**src/rtl/led_fader.sv**
```systemverilog
// led_fader: per-channel linear brightness fader with PWM pad drive.
//
// Each LED level ramps one step per prescaler tick toward its target
// endpoint (0 or MAX), so a change of pattern crossfades instead of snapping.
//
// Ports
//   clk            system clock
//   rst_n          asynchronous active-low reset
//   pattern_in     target pattern; bit i = 1 fades LED i to MAX, 0 fades to 0
//   pattern_valid  single-cycle strobe that latches pattern_in as the target
//   enable         1 = fading active, 0 = levels frozen (PWM keeps running)
//   led_out        registered PWM drive to the pads
//   busy           1 while any level differs from its target endpoint
module led_fader #(
  parameter int NUM_LEDS = 4,
  parameter int PWM_BITS = 8,
  parameter int STEP_DIV = 46875
) (
  input  logic                clk,
  input  logic                rst_n,
  input  logic [NUM_LEDS-1:0] pattern_in,
  input  logic                pattern_valid,
  input  logic                enable,
  output logic [NUM_LEDS-1:0] led_out,
  output logic                busy
);

  localparam logic [PWM_BITS-1:0] LVL_MAX  = {PWM_BITS{1'b1}};
  localparam logic [PWM_BITS-1:0] PWM_LAST = PWM_BITS'((1 << PWM_BITS) - 2);
  localparam int                  PRE_W    = (STEP_DIV > 1) ? $clog2(STEP_DIV) : 1;
  localparam logic [PRE_W-1:0]    PRE_LAST = PRE_W'(STEP_DIV - 1);

  logic [NUM_LEDS-1:0]                target_q,  target_d;
  logic [NUM_LEDS-1:0][PWM_BITS-1:0]  level_q,   level_d;
  logic [PWM_BITS-1:0]                pwm_cnt_q, pwm_cnt_d;
  logic [PRE_W-1:0]                   presc_q,   presc_d;
  logic [NUM_LEDS-1:0]                led_q,     led_d;
  logic                               step_tick;

  always_comb begin
    step_tick = enable && (presc_q == PRE_LAST);

    // Prescaler sits at 0 while disabled so the first tick after enable
    // rises lands a full STEP_DIV cycles later.
    if (!enable || step_tick) presc_d = '0;
    else                      presc_d = presc_q + PRE_W'(1);

    // Period of MAX cycles: level MAX beats every count, level 0 none.
    if (pwm_cnt_q == PWM_LAST) pwm_cnt_d = '0;
    else                       pwm_cnt_d = pwm_cnt_q + PWM_BITS'(1);

    target_d = pattern_valid ? pattern_in : target_q;

    // Stepping uses target_q, so a pattern landing on a tick edge only
    // takes effect from the following tick.
    level_d = level_q;
    led_d   = '0;
    busy    = 1'b0;
    for (int i = 0; i < NUM_LEDS; i++) begin
      if (step_tick) begin
        if (target_q[i] && (level_q[i] != LVL_MAX))
          level_d[i] = level_q[i] + PWM_BITS'(1);
        else if (!target_q[i] && (level_q[i] != '0))
          level_d[i] = level_q[i] - PWM_BITS'(1);
      end
      led_d[i] = (level_q[i] > pwm_cnt_q);
      if (level_q[i] != (target_q[i] ? LVL_MAX : '0)) busy = 1'b1;
    end
  end

  always_ff @(posedge clk or negedge rst_n) begin
    if (!rst_n) begin
      target_q  <= '0;
      level_q   <= '0;
      pwm_cnt_q <= '0;
      presc_q   <= '0;
      led_q     <= '0;
    end else begin
      target_q  <= target_d;
      level_q   <= level_d;
      pwm_cnt_q <= pwm_cnt_d;
      presc_q   <= presc_d;
      led_q     <= led_d;
    end
  end

  assign led_out = led_q;

endmodule

```
**config.mk**
```make
export PLATFORM = sky130hd
export DESIGN_NAME = led_fader
export DESIGN_NICKNAME = d
export VERILOG_FILES = /design/src/rtl/led_fader.sv
export SDC_FILE = /design/constraint.sdc
export NUM_CORES = 1
export LEC_CHECK = 0
export ABC_AREA = 0
export ABC_CLOCK_PERIOD_IN_PS = 5300
export CAP_MARGIN = 10
export CORE_MARGIN = 1.5
export CORE_UTILIZATION = 25
export DETAILED_ROUTE_END_ITERATION = 6
export GPL_ROUTABILITY_DRIVEN = 0
export MAX_ROUTING_LAYER = met4
export PLACE_DENSITY_LB_ADDON = 0.08
export SETUP_SLACK_MARGIN = 0.2
export SLEW_MARGIN = 15
export SYNTH_ARGS = -nofsm -noshare
export SYNTH_HDL_FRONTEND = slang
export SYNTH_SLANG_ARGS = --single-unit
```
**constraint.sdc**
```tcl
create_clock -name clk -period 5.3 [get_ports clk]
set_input_delay 1.06 -clock clk [delete_from_list [all_inputs] [get_ports clk]]
set_output_delay 1.06 -clock clk [all_outputs]
set_load 0.02 [all_outputs]
```
* Word-level counts from Yosys, hierarchy flattened
Cells that the tools add are included.
** Cells by class
- Add/sub/neg operators :: 10
- Order comparisons :: 4
- Equal/unequal tests :: 10
- Multiplexer cells :: 18
- Reductions and logical operators :: 27
** Operators by type and width (count)
- $mux 8 :: 13
- $add 8x1->8 const B :: 5
- $gt 8x8->1 :: 4
- $ne 8x8->1 :: 4
- $ne 8x8->1 const B :: 4
- $reduce_bool 8->1 :: 4
- $sub 8x1->8 const B :: 4
- $add 16x1->16 const B :: 1
- $eq 16x16->1 const B :: 1
- $mux 16 :: 1
- $logic_and 1x1->1 :: 9
- $eq 8x8->1 const B :: 1
- $reduce_and 2->1 :: 4
- $reduce_bool 2->1 :: 4
- $logic_not 1->1 :: 5
- $mux 1 :: 4
- $logic_or 1x1->1 :: 1
** Word-level totals
- Flip-flop bits (word level) :: 64
- Output and inout bits :: 5
- Logic and storage cells :: 77

* Longest topological paths before layout
Gate-level depths: netlist (run 1).
- Depth after elaboration :: 6
- Gate-level depth with buffers :: 8
- Gate-level depth less buffers :: 8

* Worst setup path after synthesis (run 1)
No wires, ideal clock.
- Path kind :: register to output
- From :: register level_q[25] (netlist name)
- To :: output port busy
- Arrival :: 1.655 ns
- Data required time :: 4.240 ns
- Setup slack :: 2.585 ns
- Stages on the path, launching flop included :: 6
- Cells stage by stage :: dfrtp_1 nor4_1 nand2_1 nor2_1 a21oi_1 or4_1
** On the way
- Cells in the longest elaborated chain, start to end :: 2
** RTL lines
- from (decl) :: line 34 : logic [NUM_LEDS-1:0][PWM_BITS-1:0] level_q, level_d;
- from (signal assigned) :: line 80 : level_q <= level_d;
- $ne 8x8->1 :: line 67 : if (level_q[i] != (target_q[i] ? LVL_MAX : '0)) busy = 1'b1;
- $mux 1 :: line 67
- to (decl) :: line 25 : output logic busy
Every way passes these cells.

* Final worst setup path (run 1)
Ends and elaborated chain as after synthesis.

==> summary.md, run 1 <==
| Metric | Value |
|---|---|
| Status | finished clean |
| Final ANT Viol Nets | 0 |
| Area grow syn2layout | 14.5% |
| CTS Sinks | 64 |
| Rel. slew slack | 0.322 |
| Leakage Power | 2.39 nW |
| Maximum vdd ir drop | 0.000139 V |
| Via/cell ratio | 4.76 |
| Worst Hold Class | reg -> reg |
| Proportion of synthesized chip area in sequential cells | 0.350 |
| Skew final | 0.00432 ns |
| Count leader, synth | dfrtp_1 |
| Diode count | 0 |
| Worst setup margin | about 1.5 ns |
| Post-CTS Setup Inserts | 0 |
| Grt ovf | 0 |
| Vias in the first global route | 3565 |
| Clk pwr share | 0.470 |
| Share of power burned in registers | 0.427 |
| Actual slew at the worst max-slew pin | roughly 1 ns |
| Area contributors post-synth | dfrtp_1, ha_1, mux2_2, xnor2_1, nor2_1 |
| Post-route setup TNS | 0 ns |
| Height of the die | 138 µm |
| Reg2Reg Depth | 8 |
| CTS root buf | clkbuf_16 |
| Met2 Usage GRT | 0.201 |
| Net Sw Frac | 0.247 |
| Final std cells w/o fill | 713 |
| Met1 Use GR | 0.145 |
| Commonest cells in the synthesized netlist | dfrtp_1, ha_1, nor2_1 |
| DR vias | 3392 |
| Post-synth EDFFs | 0 |
| Endpoints failing hold | 0 |
| # IOs | 13 |
| Max Root-Sink Buffers | 2 |
| Sw Pwr | 0.291 mW |
| Routed WL per cell | ~15 µm |
| Synth area leader | dfrtp_1 |
| Pre-CTS setup slack | 1.48 ns |
| Total global-route track usage | 0.122 |
| Max Slew Vio Count | 0 |
| Most Crowded Layer GR | met2 |
| Critical path launch point type | flip-flop |
| GR Layer Usage met3 | 0.0402 |
| Synth Cell Area | between 0.004 and 0.005 mm² |
| RSZ-0062 raised after global routing | no |
| Pwr/cell area | 224 mW/mm² |
| Avg Cell Area, Syn | 10.0 µm² |
| Layout fillers | 1889 |
| Async set-or-reset flop fraction in the synthesized netlist | 1.00 |
| Initial antenna violation count | 0 |
| Initial DRT Pass Iterations | 5 |
| Final net count | 552 |
| Yosys warns | 0 |
| Synth Instances | 457 |
| Worst hold stages | 1 |
| Total CTS buffers | 9 |
| Max-cap violations | 0 |
| Cts repair resizes | 0 |
| Post-Place Cells | between 600 and 700 |
| Worst EP arrival | 2.74 ns |
| Die Span X | 138 µm |
| # DRC | 0 |
| Commonest register cell after synthesis | dfrtp_1 |
| Clk_lat worst skew | 0.33 ns |
| Period utilization | 0.718 |
| Post-synth top area share | 0.350 |
| Largest net degree at the start of global routing | 40 |
| Tot Pwr | 1.18 mW |
| CP max FO | 6 |
| Critical path class | reg -> out |
| Row count | approximately 50 |
| HPWL Detailed | 7890 µm |
| Minimum clock period | 3.80 ns |
| Maximum achievable frequency | approximately 0.26 GHz |
| Global-route wire length before repair | 18100 µm |
| Total wire length | ~11000 µm |
| CTS tree | done |
| Syn Nets | 529 |
| Setup violators final | 0 |
| Comb power frac | 0.103 |
| Critical Path Sink Type | primary output |
| Share of layout cells above drive strength 1 | 0.103 |
| Req. time, crit path | 4.24 ns |
| FF+latch count, synth | 64 |
| Clock transition at path regs | approximately 0.05 ns |
| Initial drt markers | 154 |
| Unique masters post-synth | 39 |
| Hold Buf Count CTS | 0 |
| P_int | 0.887 mW |
| Die Area | 0.0191 mm² |
| Total core area | roughly 0.018 mm² |
| H-tree Lvls | 3 |
| Initial Util | 0.255 |
| PortBufs | 12 |
==> layout make-up <==
type                    count  area (µm²)  area share
repair buffers             15         138      0.0262
clock buffers              15         268      0.0510
multi-input cells         368        2870       0.547
flip-flops and latches     64        1600       0.305
well taps                 229         287      0.0546
inverters                  22        82.6      0.0157
==> cell families (layout without fill, tap and decap cells) <==
group                      count (synthesis)  after routing  share of synthesized area
buffers and inverters                     25             52                     0.0238
and+or+nand+nor                          137            137                      0.152
adders and majority gates                 64             64                      0.181
xor gates and xnor gates                  47             47                     0.0898
AOI/OAI and AO/OA                         88             88                      0.126
muxes                                     32             32                     0.0776
DFF                                       64             64                      0.350
==> state kept, by name (all words and copies together), names as in the netlist <==
signal and count:
led_out 4, target_q 4, pwm_cnt_q 8, level_q 32
presc_q 16
==> cell usage in the layout, fill, tap and decap left out, drive strengths merged, types with 5 or more instances in the layout <==
cell           synthesis  final
nor2                  47     47
clkdlybuf4s50          0     11
dfrtp                 64     64
ha                    60     60
mux2                  28     28
nor3                   7      7
xnor2                 36     36
a21oi                 35     35
and4                   5      5
nor4                   9      9
xor2                  11     11
clkbuf                 1     15
o21ai                 13     13
nand2                 21     21
nand4                 13     13
nand3                 16     16
inv                   22     22
a211oi                10     10
a21o                  12     12
==> per-stage QoR <==
step                      cell area (µm²)  hold WS [ns]  utilization
after floorplan                      4580         0.474            -
after global placement               4980         0.513        0.277
after detailed placement             4980         0.518        0.277
after global routing                 5250         0.552        0.292
final                                5250         0.520        0.292
after CTS                            5250         0.526        0.292
==> layer usage <==
layer / share of wire / vias up / wire length (µm)
li1: - / 1725 / -
met1: 0.46 / 1612 / 4860
met2: 0.49 / 45 / 5130
met3: 0.042 / 10 / 448
met4: 0.010 / 0 / 107
met5: 0 / - / 0
==> worst max-delay path, cell delays in order (launching register included) <==
cell and delay (ns):
dfrtp_1 0.45, nor4_1 0.37, nand2_1 0.12, nor2_1 0.23, a21oi_1 0.12, or4_1 0.56, clkdlybuf4s50_1 0.56
==> path summary, 6_finish.rpt <==
check / start / slack, ns / to
max in group asynchronous: rst_n / 3.57 / presc_q[12]
setup reg to reg: level_q[1] / 2.22 / level_q[7]
setup / recovery: level_q[25] / 1.50 / busy
min in group asynchronous: rst_n / 0.76 / level_q[0]
hold reg to reg: presc_q[0] / 0.52 / presc_q[0]
hold / removal: presc_q[0] / 0.52 / presc_q[0]
==> power groups by stage <==
stage               registers [mW]  logic, mW  clock network [mW]
global route                 0.504      0.138               0.599
finish                       0.503      0.121               0.554
global placement             0.511      0.123                   0
floorplan                    0.508     0.0862                   0
CTS                          0.503      0.123               0.577
detailed placement           0.511      0.123                   0
No activity file was read; power rests on OpenSTA's default activity.
==> run 2, diff against run 1 <==
--- a/config.mk
+++ b/config.mk
@@ -6,7 +6,7 @@
 export NUM_CORES = 1
 export LEC_CHECK = 0
 export ABC_AREA = 0
-export ABC_CLOCK_PERIOD_IN_PS = 5300
+export ABC_CLOCK_PERIOD_IN_PS = 3900
 export CAP_MARGIN = 10
 export CORE_MARGIN = 1.5
 export CORE_UTILIZATION = 25
==> constraint.sdc (replaced) <==
create_clock -name clk -period 3.9 [get_ports clk]
set_input_delay 0.78 -clock clk [delete_from_list [all_inputs] [get_ports clk]]
set_output_delay 0.78 -clock clk [all_outputs]
set_load 0.02 [all_outputs]
==> run 2 against run 1 <==
  * Final area is 0.69% higher
  * Routed wire length increased by 2.9%
  * Sequential share of layout area down 0.21 points
  * Total power grew 40%
  * Via count is 0.27% higher
  * Die area is the same
  * Clock power is 43% higher
  * Critical path depth unchanged
  * Largest cell class unchanged
  * Highest routed layer unchanged
==> summary.md, run 2 (synthesized netlist as in run 1, its figures left out) <==
| Metric | Value |
|---|---|
| Tot Pwr | between 1.5 and 2 mW |
| Post-route setup TNS | 0 ns |
| Critical Path Sink Type | primary output |
| Maximum vdd ir drop | 0.000202 V |
| Minimum clock period | 3.52 ns |
| Req. time, crit path | 3.12 ns |
| # IOs | 13 |
| CP max FO | 5 |
| Rel. slew slack | 0.404 |
| Critical path launch point type | flip-flop |
| Vias in the first global route | 3574 |
| Max Root-Sink Buffers | 2 |
| CTS root buf | clkbuf_16 |
| CTS tree | done |
| Worst EP arrival | ~2.7 ns |
| Largest register FFs | 32 |
| Diode count | 0 |
| DR vias | 3401 |
| Die Area | about 0.019 mm² |
| Worst Hold Class | reg -> reg |
| Clk_lat worst skew | 0.34 ns |
| Setup violators final | 0 |
| Grt ovf | 0 |
| Status | finished clean |
| Max Slew Vio Count | 0 |
| Critical path class | reg -> out |
| Total core area | approximately 0.018 mm² |
| Most frequent cells in the layout | dfrtp_1, ha_1, nor2_1 |
| Via/cell ratio | 4.74 |
| Total global-route track usage | 0.126 |
| Cts repair resizes | 0 |
| Largest Register | level_q |
| Actual slew at the worst max-slew pin | between 0.8 and 0.9 ns |
| CP cell instances | nor4_1, nand2_1, nor2_1, a21oi_1, or4_1, clkdlybuf4s50_1 |
| Initial drt markers | 119 |
| Final net count | 555 |
| Clock transition at path regs | 0.05 ns |
| Routed WL per cell | 15.1 µm |
| Worst hold margin | 0.508 ns |
| Period utilization | 0.902 |
| Core Util, Final | 0.294 |
| Global-route wire length before repair | 18500 µm |
| Share of layout cells above drive strength 1 | 0.113 |
| Worst setup margin | 0.383 ns |
| CTS Sinks | 64 |
| Slowest library cell on the worst path | or4_1 |
| PortBufs | 12 |
| CP max stage delay | between 0.5 and 0.6 ns |
| RSZ-0062 raised after global routing | no |
| Skew final | 0.00692 ns |
| Commonest non-fill, non-tap cell in the layout | dfrtp_1 |
| # DRC | 0 |
| Leakage Power | about 2.4 nW |
| Row count | a little under 50 |
| Pre-CTS setup slack | 0.680 ns |
| Initial DRT Pass Iterations | 4 |
| H-tree Lvls | 3 |
| Total CTS buffers | 9 |
| Area grow syn2layout | 15.3% |
| Post-CTS Setup Inserts | 0 |
| Final ANT Viol Nets | 0 |
| Pwr/cell area | 311 mW/mm² |
| Maximum achievable frequency | 0.284 GHz |
| Initial antenna violation count | 0 |
| Total wire length | roughly 11000 µm |
| Initial Util | 0.255 |
| Height of the die | 138 µm |
| Hold Buf Count CTS | 0 |
| Max-cap violations | 0 |
| Die Span X | approximately 140 µm |
| Biggest regs | level_q x32, presc_q x16, pwm_cnt_q x8 |
| Largest net degree at the start of global routing | 65 |
| HPWL Detailed | 7800 µm |
| Endpoints failing hold | 0 |
run 2: cell count changes in the layout (fill, tap and decap cells not counted), sizes merged:
cell	before	now
bufinv	0	1
buf	4	7
clkinv	0	3
clkbuf	15	12
run 2: final timing paths:
path,start,end,slack (ns),depth (start not counted)
worst max register to register,level_q[8],level_q[15],1.13,9
worst max-delay path,level_q[24],busy,0.38,6
worst min-delay path,presc_q[0],presc_q[0],0.51,1
min in group asynchronous,rst_n,level_q[3],0.65,2
worst min register to register,presc_q[0],presc_q[0],0.51,1
max in group asynchronous,rst_n,level_q[17],2.66,2
run 2: final cells by class:
class | instances | area (µm²)
Timing Repair Buffer | 18 | 160
Fill cell | 1893 | 12700
Sequential cell | 64 | 1600
Clock buffer | 12 | 236
Inverter | 22 | 82.6
Multi-Input combinational cell | 368 | 2870
Tap cell | 229 | 287
Clock inverter | 4 | 45.0
run 2: layer usage:
| layer | GRT usage | part of all wire | vias to the layer above |
|---|---|---|---|
| li1 | - | - | 1719 |
| met4 | 0.0399 | 0.017 | 0 |
| met1 | 0.153 | 0.47 | 1633 |
| met2 | 0.207 | 0.49 | 38 |
| met5 | - | 0 | - |
| met3 | 0.0294 | 0.026 | 11 |
run 2: critical path: cells and delay by family (launching register included):
kind	cells	cell delay (ns)
AND/OR/NAND/NOR	4	1.31
buffers and inverters	1	0.57
flip-flops	1	0.44
AO/OA/AOI/OAI	1	0.09
run 2: stage by stage:
step | instances | instance area [µm²]
after floorplan | 457 | 4580
after global placement | 701 | 5000
after detailed placement | 701 | 5000
after CTS | 717 | 5280
after global routing | 717 | 5280
final | 717 | 5280
run 2: report_power, final:
part	switching (mW)	internal, mW
sequential	0.0115	0.671
combinational	0.0932	0.0746
clock	0.302	0.492
total	0.407	1.24
==> run 3, diff against run 2 <==
--- a/config.mk
+++ b/config.mk
@@ -12,6 +12,7 @@
 export CORE_UTILIZATION = 25
 export DETAILED_ROUTE_END_ITERATION = 6
 export GPL_ROUTABILITY_DRIVEN = 0
+export HOLD_SLACK_MARGIN = 0.03
 export MAX_ROUTING_LAYER = met4
 export PLACE_DENSITY_LB_ADDON = 0.08
 export SETUP_SLACK_MARGIN = 0.2
==> results of run 3 <==
Same layout as run 2: the final DEF is identical, and so are final timing and power.
